===== src/rtl/vls_agu.sv =====
// Vector load/store AGU: RD_PORTS load channels plus one store channel streaming per-element addresses.
// Latency: busy and the first request one cycle after start; request/tag outputs combinational; done one cycle after the final handshake.
// Backpressure: rd_gnt/wr_gnt and ld_idx_valid/st_valid/st_idx_valid stall a channel; ld_start/st_start while busy are ignored.
// Optional feature macro: VLS_AGU_MASK_SKIP_EN drops the memory write for masked-off store elements.
module vls_agu #(
  parameter int ADDR_W   = 10,
  parameter int DATA_W   = 32,
  parameter int RD_PORTS = 2,
  parameter int MVL      = 64,
  parameter int STRIDE_W = 6,
  parameter int VL_W     = $clog2(MVL) + 1
) (
  input  logic                         clk,
  input  logic                         rst,
  input  logic [RD_PORTS-1:0]          ld_start,
  input  logic                         st_start,
  input  logic [VL_W-1:0]              cmd_vl,
  input  logic [ADDR_W-1:0]            cmd_base,
  input  logic [STRIDE_W-1:0]          cmd_stride,
  input  logic                         cmd_indexed,
  input  logic [MVL-1:0]               cmd_mask,
  input  logic [RD_PORTS*ADDR_W-1:0]   ld_idx,
  input  logic [RD_PORTS-1:0]          ld_idx_valid,
  output logic [RD_PORTS-1:0]          ld_idx_ready,
  output logic [RD_PORTS-1:0]          rd_req,
  output logic [RD_PORTS*ADDR_W-1:0]   rd_addr,
  input  logic [RD_PORTS-1:0]          rd_gnt,
  input  logic [RD_PORTS-1:0]          rd_rvalid,
  input  logic [RD_PORTS*DATA_W-1:0]   rd_rdata,
  output logic [RD_PORTS-1:0]          ld_valid,
  output logic [RD_PORTS-1:0]          ld_mask,
  output logic [RD_PORTS-1:0]          ld_last,
  output logic [RD_PORTS*DATA_W-1:0]   ld_data,
  input  logic [DATA_W-1:0]            st_data,
  input  logic                         st_valid,
  output logic                         st_ready,
  input  logic [ADDR_W-1:0]            st_idx,
  input  logic                         st_idx_valid,
  output logic                         wr_en,
  output logic [ADDR_W-1:0]            wr_addr,
  output logic [DATA_W-1:0]            wr_data,
  output logic                         wr_mask,
  input  logic                         wr_gnt,
  output logic [RD_PORTS:0]            busy,
  output logic [RD_PORTS:0]            done
);

  typedef enum logic [1:0] {LD_IDLE, LD_ISSUE, LD_WAIT_RSP} ld_state_t;
  typedef enum logic {ST_IDLE, ST_RUN} st_state_t;

  localparam logic [MVL-1:0] MASK_ONE = {{(MVL-1){1'b0}}, 1'b1};

  // Oversized vector lengths saturate at MVL before being captured.
  logic [VL_W-1:0] cmd_vl_clamp;
  assign cmd_vl_clamp = (cmd_vl > VL_W'(MVL)) ? VL_W'(MVL) : cmd_vl;

  function automatic logic [ADDR_W-1:0] sext_stride(input logic [STRIDE_W-1:0] s);
    return {{(ADDR_W-STRIDE_W){s[STRIDE_W-1]}}, s};
  endfunction

  genvar i;
  generate
    for (i = 0; i < RD_PORTS; i++) begin : g_ld
      ld_state_t           state;
      logic [VL_W-1:0]     vl_q, iss_q, rsp_q, iss_nxt, rsp_nxt;
      logic [ADDR_W-1:0]   base_q, addr_q, idx;
      logic [STRIDE_W-1:0] stride_q;
      logic [MVL-1:0]      mask_q;
      logic                indexed_q, done_q, active, req, fire, rsp, mbit;

      assign idx     = ld_idx[i*ADDR_W +: ADDR_W];
      assign active  = (state != LD_IDLE);
      // Requests stop once vl elements are out; a zero-length command never requests.
      assign req     = (state == LD_ISSUE) && (iss_q < vl_q) && (indexed_q ? ld_idx_valid[i] : 1'b1);
      assign fire    = req & rd_gnt[i];
      assign rsp     = active & rd_rvalid[i];
      assign iss_nxt = iss_q + VL_W'(fire);
      assign rsp_nxt = rsp_q + VL_W'(rsp);
      assign mbit    = (mask_q & (MASK_ONE << rsp_q)) != '0;

      assign rd_req[i]                    = req;
      assign rd_addr[i*ADDR_W +: ADDR_W]  = active ? (indexed_q ? base_q + idx : addr_q) : '0;
      assign ld_idx_ready[i]              = indexed_q & fire;
      assign ld_valid[i]                  = rsp;
      assign ld_mask[i]                   = rsp & mbit;
      assign ld_last[i]                   = rsp & (rsp_q == vl_q - VL_W'(1));
      assign ld_data[i*DATA_W +: DATA_W]  = rsp ? rd_rdata[i*DATA_W +: DATA_W] : '0;
      assign busy[i]                      = active;
      assign done[i]                      = done_q;

      // Load channel FSM: capture, issue vl addresses, then drain responses.
      always_ff @(posedge clk) begin
        if (rst) begin
          state     <= LD_IDLE;
          vl_q      <= '0;
          iss_q     <= '0;
          rsp_q     <= '0;
          base_q    <= '0;
          addr_q    <= '0;
          stride_q  <= '0;
          indexed_q <= 1'b0;
          mask_q    <= '0;
          done_q    <= 1'b0;
        end else begin
          done_q <= 1'b0;
          case (state)
            LD_IDLE: begin
              if (ld_start[i]) begin
                vl_q      <= cmd_vl_clamp;
                base_q    <= cmd_base;
                addr_q    <= cmd_base;
                stride_q  <= cmd_stride;
                indexed_q <= cmd_indexed;
                mask_q    <= cmd_mask;
                iss_q     <= '0;
                rsp_q     <= '0;
                state     <= LD_ISSUE;
              end
            end
            LD_ISSUE: begin
              iss_q <= iss_nxt;
              rsp_q <= rsp_nxt;
              if (fire) addr_q <= addr_q + sext_stride(stride_q);
              if (iss_nxt == vl_q) begin
                // A zero-latency memory may return the last response with the last grant.
                if (rsp_nxt == vl_q) begin
                  state  <= LD_IDLE;
                  done_q <= 1'b1;
                end else begin
                  state <= LD_WAIT_RSP;
                end
              end
            end
            LD_WAIT_RSP: begin
              rsp_q <= rsp_nxt;
              if (rsp_nxt == vl_q) begin
                state  <= LD_IDLE;
                done_q <= 1'b1;
              end
            end
            default: state <= LD_IDLE;
          endcase
        end
      end
    end
  endgenerate

  st_state_t           s_state;
  logic [VL_W-1:0]     s_vl_q, s_cnt_q, s_cnt_nxt;
  logic [ADDR_W-1:0]   s_base_q, s_addr_q;
  logic [STRIDE_W-1:0] s_stride_q;
  logic [MVL-1:0]      s_mask_q;
  logic                s_indexed_q, s_done_q, s_run, s_req, s_mbit;

  assign s_run     = (s_state == ST_RUN);
  assign s_req     = s_run && (s_cnt_q < s_vl_q) && st_valid && (s_indexed_q ? st_idx_valid : 1'b1);
  assign s_mbit    = (s_mask_q & (MASK_ONE << s_cnt_q)) != '0;
  assign s_cnt_nxt = s_cnt_q + VL_W'(st_ready);

`ifdef VLS_AGU_MASK_SKIP_EN
  // Masked-off elements are retired without touching memory.
  assign wr_en    = s_req & s_mbit;
  assign st_ready = s_mbit ? (s_req & wr_gnt) : s_req;
`else
  assign wr_en    = s_req;
  assign st_ready = s_req & wr_gnt;
`endif

  assign wr_addr          = s_run ? (s_indexed_q ? s_base_q + st_idx : s_addr_q) : '0;
  assign wr_data          = s_run ? st_data : '0;
  assign wr_mask          = s_run & s_mbit;
  assign busy[RD_PORTS]   = s_run;
  assign done[RD_PORTS]   = s_done_q;

  // Store channel FSM: consume vl elements from the VRF, advancing the address per consumed element.
  always_ff @(posedge clk) begin
    if (rst) begin
      s_state     <= ST_IDLE;
      s_vl_q      <= '0;
      s_cnt_q     <= '0;
      s_base_q    <= '0;
      s_addr_q    <= '0;
      s_stride_q  <= '0;
      s_indexed_q <= 1'b0;
      s_mask_q    <= '0;
      s_done_q    <= 1'b0;
    end else begin
      s_done_q <= 1'b0;
      case (s_state)
        ST_IDLE: begin
          if (st_start) begin
            s_vl_q      <= cmd_vl_clamp;
            s_base_q    <= cmd_base;
            s_addr_q    <= cmd_base;
            s_stride_q  <= cmd_stride;
            s_indexed_q <= cmd_indexed;
            s_mask_q    <= cmd_mask;
            s_cnt_q     <= '0;
            s_state     <= ST_RUN;
          end
        end
        ST_RUN: begin
          s_cnt_q <= s_cnt_nxt;
          if (st_ready) s_addr_q <= s_addr_q + sext_stride(s_stride_q);
          if (s_cnt_nxt == s_vl_q) begin
            s_state  <= ST_IDLE;
            s_done_q <= 1'b1;
          end
        end
        default: s_state <= ST_IDLE;
      endcase
    end
  end

endmodule


===== config.mk =====
export PLATFORM = sky130hd
export DESIGN_NAME = vls_agu
export DESIGN_NICKNAME = d
export VERILOG_FILES = /design/src/rtl/vls_agu.sv
export SDC_FILE = /design/constraint.sdc
export NUM_CORES = 1
export LEC_CHECK = 0
export ABC_AREA = 1
export CAP_MARGIN = 5
export CORE_MARGIN = 5
export CORE_UTILIZATION = 50
export DETAILED_ROUTE_END_ITERATION = 8
export GPL_ROUTABILITY_DRIVEN = 1
export PLACE_DENSITY = 0.77
export REMOVE_ABC_BUFFERS = 1
export SYNTH_ARGS = -nofsm -noshare
export SYNTH_HDL_FRONTEND = slang
export SYNTH_SLANG_ARGS = --single-unit

===== constraint.sdc =====
create_clock -name clk -period 3.4 [get_ports clk]
set_input_delay 0.51 -clock clk [delete_from_list [all_inputs] [get_ports clk]]
set_output_delay 0.51 -clock clk [all_outputs]
set_load 0.005 [all_outputs]

## After elaboration in Yosys (flattened, before gate mapping)

Index checks and enable logic that the tools add are counted.

- Bits in registers: 337
- Bits of input ports: 228
- Output and inout port bits: 145
- Word-level logic and storage cells: 169

- Add/sub/neg operators: 13
- $lt $le $gt $ge: 4
- Equality and inequality tests: 21
- Shifts and indexed selects: 3
- Mux-type cells: 50
- Bitwise logic cells: 16
- Reduce and logical (&&, ||, !) cells: 33

Operators with widths:

| operator | number |
|---|---|
| 64-bit AND | 3 |
| 64-bit nonzero test | 3 |
| 1-bit by 7-bit << shifter with 64-bit output (first input constant) | 3 |
| 10-bit two-way mux | 12 |
| 32-bit two-way mux | 3 |
| 7-bit case mux with 2 select lines | 5 |
| 10-bit adder | 6 |
| 10-bit case mux with 2 select lines | 3 |
| 7-bit == test | 7 |
| 7-bit by 1-bit adder with 7-bit output | 5 |
| 7-bit two-way mux | 4 |
| 7-bit less-than comparator | 3 |
| 2-bit two-way mux | 8 |
| 2-bit != test (second input constant) | 8 |
| 2-bit AND reduction | 8 |
| 7-bit by 1-bit subtractor with 7-bit output (second input constant) | 2 |
| 1-bit AND | 12 |
| 2-bit case mux with 3 select lines | 2 |
| 3-bit AND reduction | 4 |
| 2-bit nonzero test | 6 |
| 1-bit two-way mux | 10 |
| 7-bit > comparator (second input constant) | 1 |
| 1-bit logical AND | 7 |
| 1-bit case mux with 2 select lines | 3 |
| other kinds (6) | 12 |

## Longest topological paths before layout

- Depth after elaboration: 9
- Mapped depth: 25
- Depth with buffers taken out: 25

## Worst setup path before layout

OpenSTA, ideal clock, no wires.

- Path kind: register to register
- From: reg g_ld[1].state[0]
- To: reg g_ld[1].state[0]
- Setup time: 0.132 ns
- Arrival: 2.637 ns
- Required time: 3.268 ns
- Setup slack: 0.630 ns
- Cell stages (with the launch flop): 22
- Path buffers: 2
- Clock period less this slack: 2.770 ns
- Cell sequence: dfxtp_1 inv_1 ha_1 buf_4 clkinv_1 nand2_1 clkbuf_1 inv_1 ha_1 ha_1 nand2_1 nor2_1 inv_1 nand2_1 nand2_1 nand2_1 nor2_1 nand2_1 nand2_1 nand3_1 nand2_1 a21oi_1

- Elaborated cells between the ends (all ways): 17
- Classes of those cells: 2 x add/sub; 7 x eq/ne; 1 x mux; 2 x bitwise; 5 x reduce/logical

RTL lines:

| item | line | RTL |
|---|---|---|
| start, declared | 64 | `ld_state_t state;` |
| start signal, assigned | 94 | `state <= LD_IDLE;` |
| start signal, assigned | 117 | `state <= LD_ISSUE;` |
| start signal, assigned | 127 | `state <= LD_IDLE;` |
| 2-bit nonzero test | 72 | `assign active = (state != LD_IDLE);` |
| via g_ld[1].active | 69 | `logic indexed_q, done_q, active, req, fire, rsp, mbit;` |
| 1-bit AND | 76 | `assign rsp = active & rd_rvalid[i];` |
| via g_ld[1].rsp | 69 |  |
| 7-bit by 1-bit adder with 7-bit output | 78 | `assign rsp_nxt = rsp_q + VL_W'(rsp);` |
| 7-bit == test | 136 | `if (rsp_nxt == vl_q) begin` |
| 2-bit != test (no source line) | - |  |
| 3-bit AND reduction (no source line) | - |  |

The timed path passes the listed nets, and every way through them passes these cells.
A chain may end at the register's enable or synchronous reset.

## Final worst setup path

- From: reg g_ld[0].rsp_q[4]
- To: out ld_mask[0]

- Longest elaborated chain between the ends: 4

RTL lines:

| item | line | RTL |
|---|---|---|
| start, declared | 65 | `logic [VL_W-1:0] vl_q, iss_q, rsp_q, iss_nxt, rsp_nxt;` |
| start signal, assigned | 122 | `rsp_q <= rsp_nxt;` |
| start signal, assigned | 135 | `rsp_q <= rsp_nxt;` |
| 1-bit by 7-bit << shifter with 64-bit output | 79 | `assign mbit = (mask_q & (MASK_ONE << rsp_q)) != '0;` |
| 64-bit AND | 79 |  |
| 64-bit nonzero test | 79 |  |
| 1-bit AND | 85 | `assign ld_mask[i] = rsp & mbit;` |
| end, declared | 31 | `output logic [RD_PORTS-1:0] ld_mask,` |

No other way between the ends.

==> impl_metrics.env <==
export IMPL_drt_iter0_markers=1904
export IMPL_hold_violations=0
export IMPL_met3_usage=0.04230
export IMPL_setup_viol=0
export IMPL_grtUsageMet2=0.5071
export IMPL_area_delta_synth_final_pct=29.90
export IMPL_antenna_found_initial=0
export IMPL_netlist_area_um2=19980
export IMPL_clock_sinks=337
export IMPL_cpMostUsedCell="nor2_1"
export IMPL_root_buffer="clkbuf_16"
export IMPL_initial_core_util=0.5039
export IMPL_grt_pass1_wl_um=108300
export IMPL_synth_top_area_cell="dfxtp_1"
export IMPL_p_int_mw=9.218
export IMPL_hpwl_um=52320
export IMPL_clock_latency_ns=0.57
export IMPL_htree_levels=2
export IMPL_core_area_um2=39640
export IMPL_routed_wl_um=70570
export IMPL_final_nets=3753
export IMPL_grt_overflow=0
export IMPL_irDropWorstVdd_mv=0.4696
export IMPL_clock_tree_buffer_depth=3
export IMPL_antenna_cells=0
export IMPL_finalCritPeriodShare=0.9869
export IMPL_holdWs_ns=0.4507
export IMPL_cts_tree="done"
export IMPL_dieArea_um2=44050
export IMPL_power_frac_clock=0.322
export IMPL_dr_total_vias=21852
export IMPL_synth_async_reset_ratio=0
export IMPL_grt_max_degree=110
export IMPL_yosysWarnings=0
export IMPL_worstPathRequired_ns=2.89
export IMPL_drt_pass1_iterations=6
export IMPL_ant_nets=0
export IMPL_p_sw_frac=0.3485
export IMPL_synth_edf_count=0
export IMPL_slew_headroom=0.4060
export IMPL_critical_path_max_stage_delay_ns=0.57
export IMPL_power_density_nw_per_um2=545.3
export IMPL_grt_total_usage=0.2999
export IMPL_ys_seq_elements=337
export IMPL_crit_chain="buf_4 -> nor4_1 -> nand2_1 -> o21ai_0 -> nor2_1 -> nand3_1 -> o21ai_1 -> nor2_1 -> clkdlybuf4s50_1"
export IMPL_fin_skew_ns=0.02872
export IMPL_rsz0062_at_grt="true"
export IMPL_synth_seq_area_share=0.3377
export IMPL_grt_busiest_layer="met2"
export IMPL_ys_types=51
export IMPL_min_period_ns=3.355
export IMPL_worstMarginPinSlew_ns=0.8910
export IMPL_post_drt_wl_per_cell_um=17.71
export IMPL_crit_type="flop to output port"
export IMPL_vias_per_cell=5.485
export IMPL_p_comb_frac=0.324
export IMPL_die_h_um=209.9
export IMPL_path_max_fanout=9
export IMPL_cp_slowest_cell="clkdlybuf4s50_1"
export IMPL_crit_path_start_kind="flop"
export IMPL_port_buffers=372
export IMPL_avgSynthCellArea_um2=6.469
export IMPL_cp_end_kind="output port"
export IMPL_yosys_top_cells_area="dfxtp_1 34%, nor2_1 11%, nand2_1 9.5%"
export IMPL_drv_slew=0
export IMPL_seqPwrFrac=0.354
export IMPL_globalplace_congestion=0.9867
export IMPL_core_rowCount=73
export IMPL_ios=373
export IMPL_cts_made_buffers=38
export IMPL_p_total_mw=14.15
export IMPL_gr_usage_met1=0.3768
export IMPL_synth_ff_type="dfxtp_1"
export IMPL_hold_buffers=0
export IMPL_dieWidth_um=209.9
export IMPL_drc=0
export IMPL_max_cap_violations=0
export IMPL_hold_class="flop to flop"
export IMPL_p_sw_mw=4.932
export IMPL_status="completed"
export IMPL_final_layout_size_suffix_gt1_frac=0.07719
export IMPL_leakagePower_nw=11.61
export IMPL_synth_cells=3088
export IMPL_cp_data_arrival_time_ns=2.85
export IMPL_synth_top_cell_area_share=0.3377
export IMPL_grt_pass1_vias=20595
export IMPL_path_clk_slew_ns=0.06
export IMPL_fmax_ghz=0.2980
==> stage by stage <==
stage	area, um2	utilization	worst slack (ns)	setup TNS [ns]	instances
floorplan	19230	-	-1.142	-185.14	2924
global placement	24140	0.6089	-0.1034	-0.1906	3886
detailed placement	24140	0.6089	-0.1231	-0.3332	3886
CTS	25590	0.6456	0.006152	0	3957
global route	25950	0.6546	-0.05239	-0.07523	3984
finish	25950	0.6546	0.04455	0	3984
==> kinds of logic after synthesis <==
group	after synthesis	synth area share
buffers and inverters	528	0.1057
xor gates and xnor gates	63	0.02762
and+or+nand+nor	1417	0.2973
adders and majority gates	96	0.06239
AOI/OAI and AO/OA	647	0.1692
DFF	337	0.3377
==> routing by layer <==
layer,part of all wire,vias to the layer above
li1,-,10657
met1,0.40,10019
met2,0.47,960
met3,0.078,216
met4,0.057,0
met5,0,-
==> layout make-up <==
type | instances | area, um2
Timing Repair Buffer | 464 | 4448
Clock inverter | 20 | 334.1
Multi-Input combinational cell | 2223 | 11280
Timing Repair inverter | 1 | 7.507
Inverter | 364 | 1394
Fill cell | 3607 | 13690
Sequential cell | 337 | 6777
Clock buffer | 50 | 1056
Tap cell | 525 | 656.9
==> worst max-delay path, delay by kind of cell (launching register included) <==
kind	cells	cell delay [ns]
simple gates	5	0.94
flops	1	0.37
buf+inv	2	0.76
compound gates	2	0.20
==> synth_stat cells, types with 3 or more instances <==
master and instances:
a211oi_1 14, a21o_1 3, a21oi_1 219, a31o_2 3, a31oi_1 5, buf_2 22, buf_4 23, clkbuf_1 116
dfxtp_1 337, fa_1 6, ha_1 90, inv_1 350, inv_2 12, nand2_1 506, nand2_2 7, nand3_1 201
nand3_2 5, nand3b_1 7, nand4_1 49, nor2_1 590, nor2_2 4, nor3_1 18, nor3_2 7, nor4_1 6
o2111ai_1 5, o21ai_0 366, o21ai_1 5, o21bai_1 6, o22ai_1 10, or2_2 4, xnor2_1 31, xor2_1 32
==> path summary, 6_finish.rpt <==
| path | start | slack [ns] | to | cells past startpoint |
|---|---|---|---|---|
| setup / recovery | g_ld[0].rsp_q[4] | 0.04 | ld_mask[0] | 9 |
| hold / removal | s_mask_q[23] | 0.45 | s_mask_q[23] | 2 |
| setup reg to reg | g_ld[0].vl_q[1] | 0.31 | g_ld[0].state[1] | 21 |
| hold reg to reg | s_mask_q[23] | 0.45 | s_mask_q[23] | 2 |
==> layout by cell type (no fill, tap or decap), types with 7 or more instances in the layout <==
cell               n
a211oi_1          14
xnor2_1           31
bufinv_16          7
dfxtp_1          321
o21ai_0          354
nor3_1            18
ha_1              84
clkbuf_16         38
nor2_1           581
inv_1            339
clkinvlp_4         9
nand3b_1           7
nor2_4             7
clkdlybuf4s50_1  364
nand2_2           12
dfxtp_2           12
nand3_1          200
inv_2             17
xor2_1            32
buf_4             89
nor2_2             7
nand2_1          499
o21ai_1           16
a21oi_1          217
nand4_1           49
nor3_4             7
o22ai_1           10
==> sequential cells by signal, indices dropped and copies added, names as in the netlist <==
name,cells
g_ld.addr_q,20
g_ld.base_q,20
g_ld.done_q,2
g_ld.indexed_q,2
g_ld.iss_q,14
g_ld.mask_q,128
g_ld.rsp_q,14
g_ld.state,4
g_ld.stride_q,12
g_ld.vl_q,14
s_addr_q,10
s_base_q,10
s_cnt_q,7
s_done_q,1
s_indexed_q,1
s_mask_q,64
s_run,1
s_stride_q,6
s_vl_q,7
==> what timing repair did <==
item	in CTS	in global routing
gates resized for setup	29	60
setup buffers	1	26
endpoints found under the setup margin	44	19
endpoints found under the hold margin	0	0
pin swaps	1	11
cloned	0	1
==> power by group through the flow <==
| stage | sequential (mW) | clock, mW | combinational [mW] |
|---|---|---|---|
| after floorplan | 4.98 | 0 | 2.74 |
| after global placement | 5.05 | 0 | 4.35 |
| after detailed placement | 5.07 | 0 | 4.47 |
| after CTS | 4.99 | 4.61 | 4.52 |
| after global routing | 5.07 | 4.77 | 5.10 |
| final | 5.00 | 4.56 | 4.59 |
No activity file was read; power rests on OpenSTA's default activity.
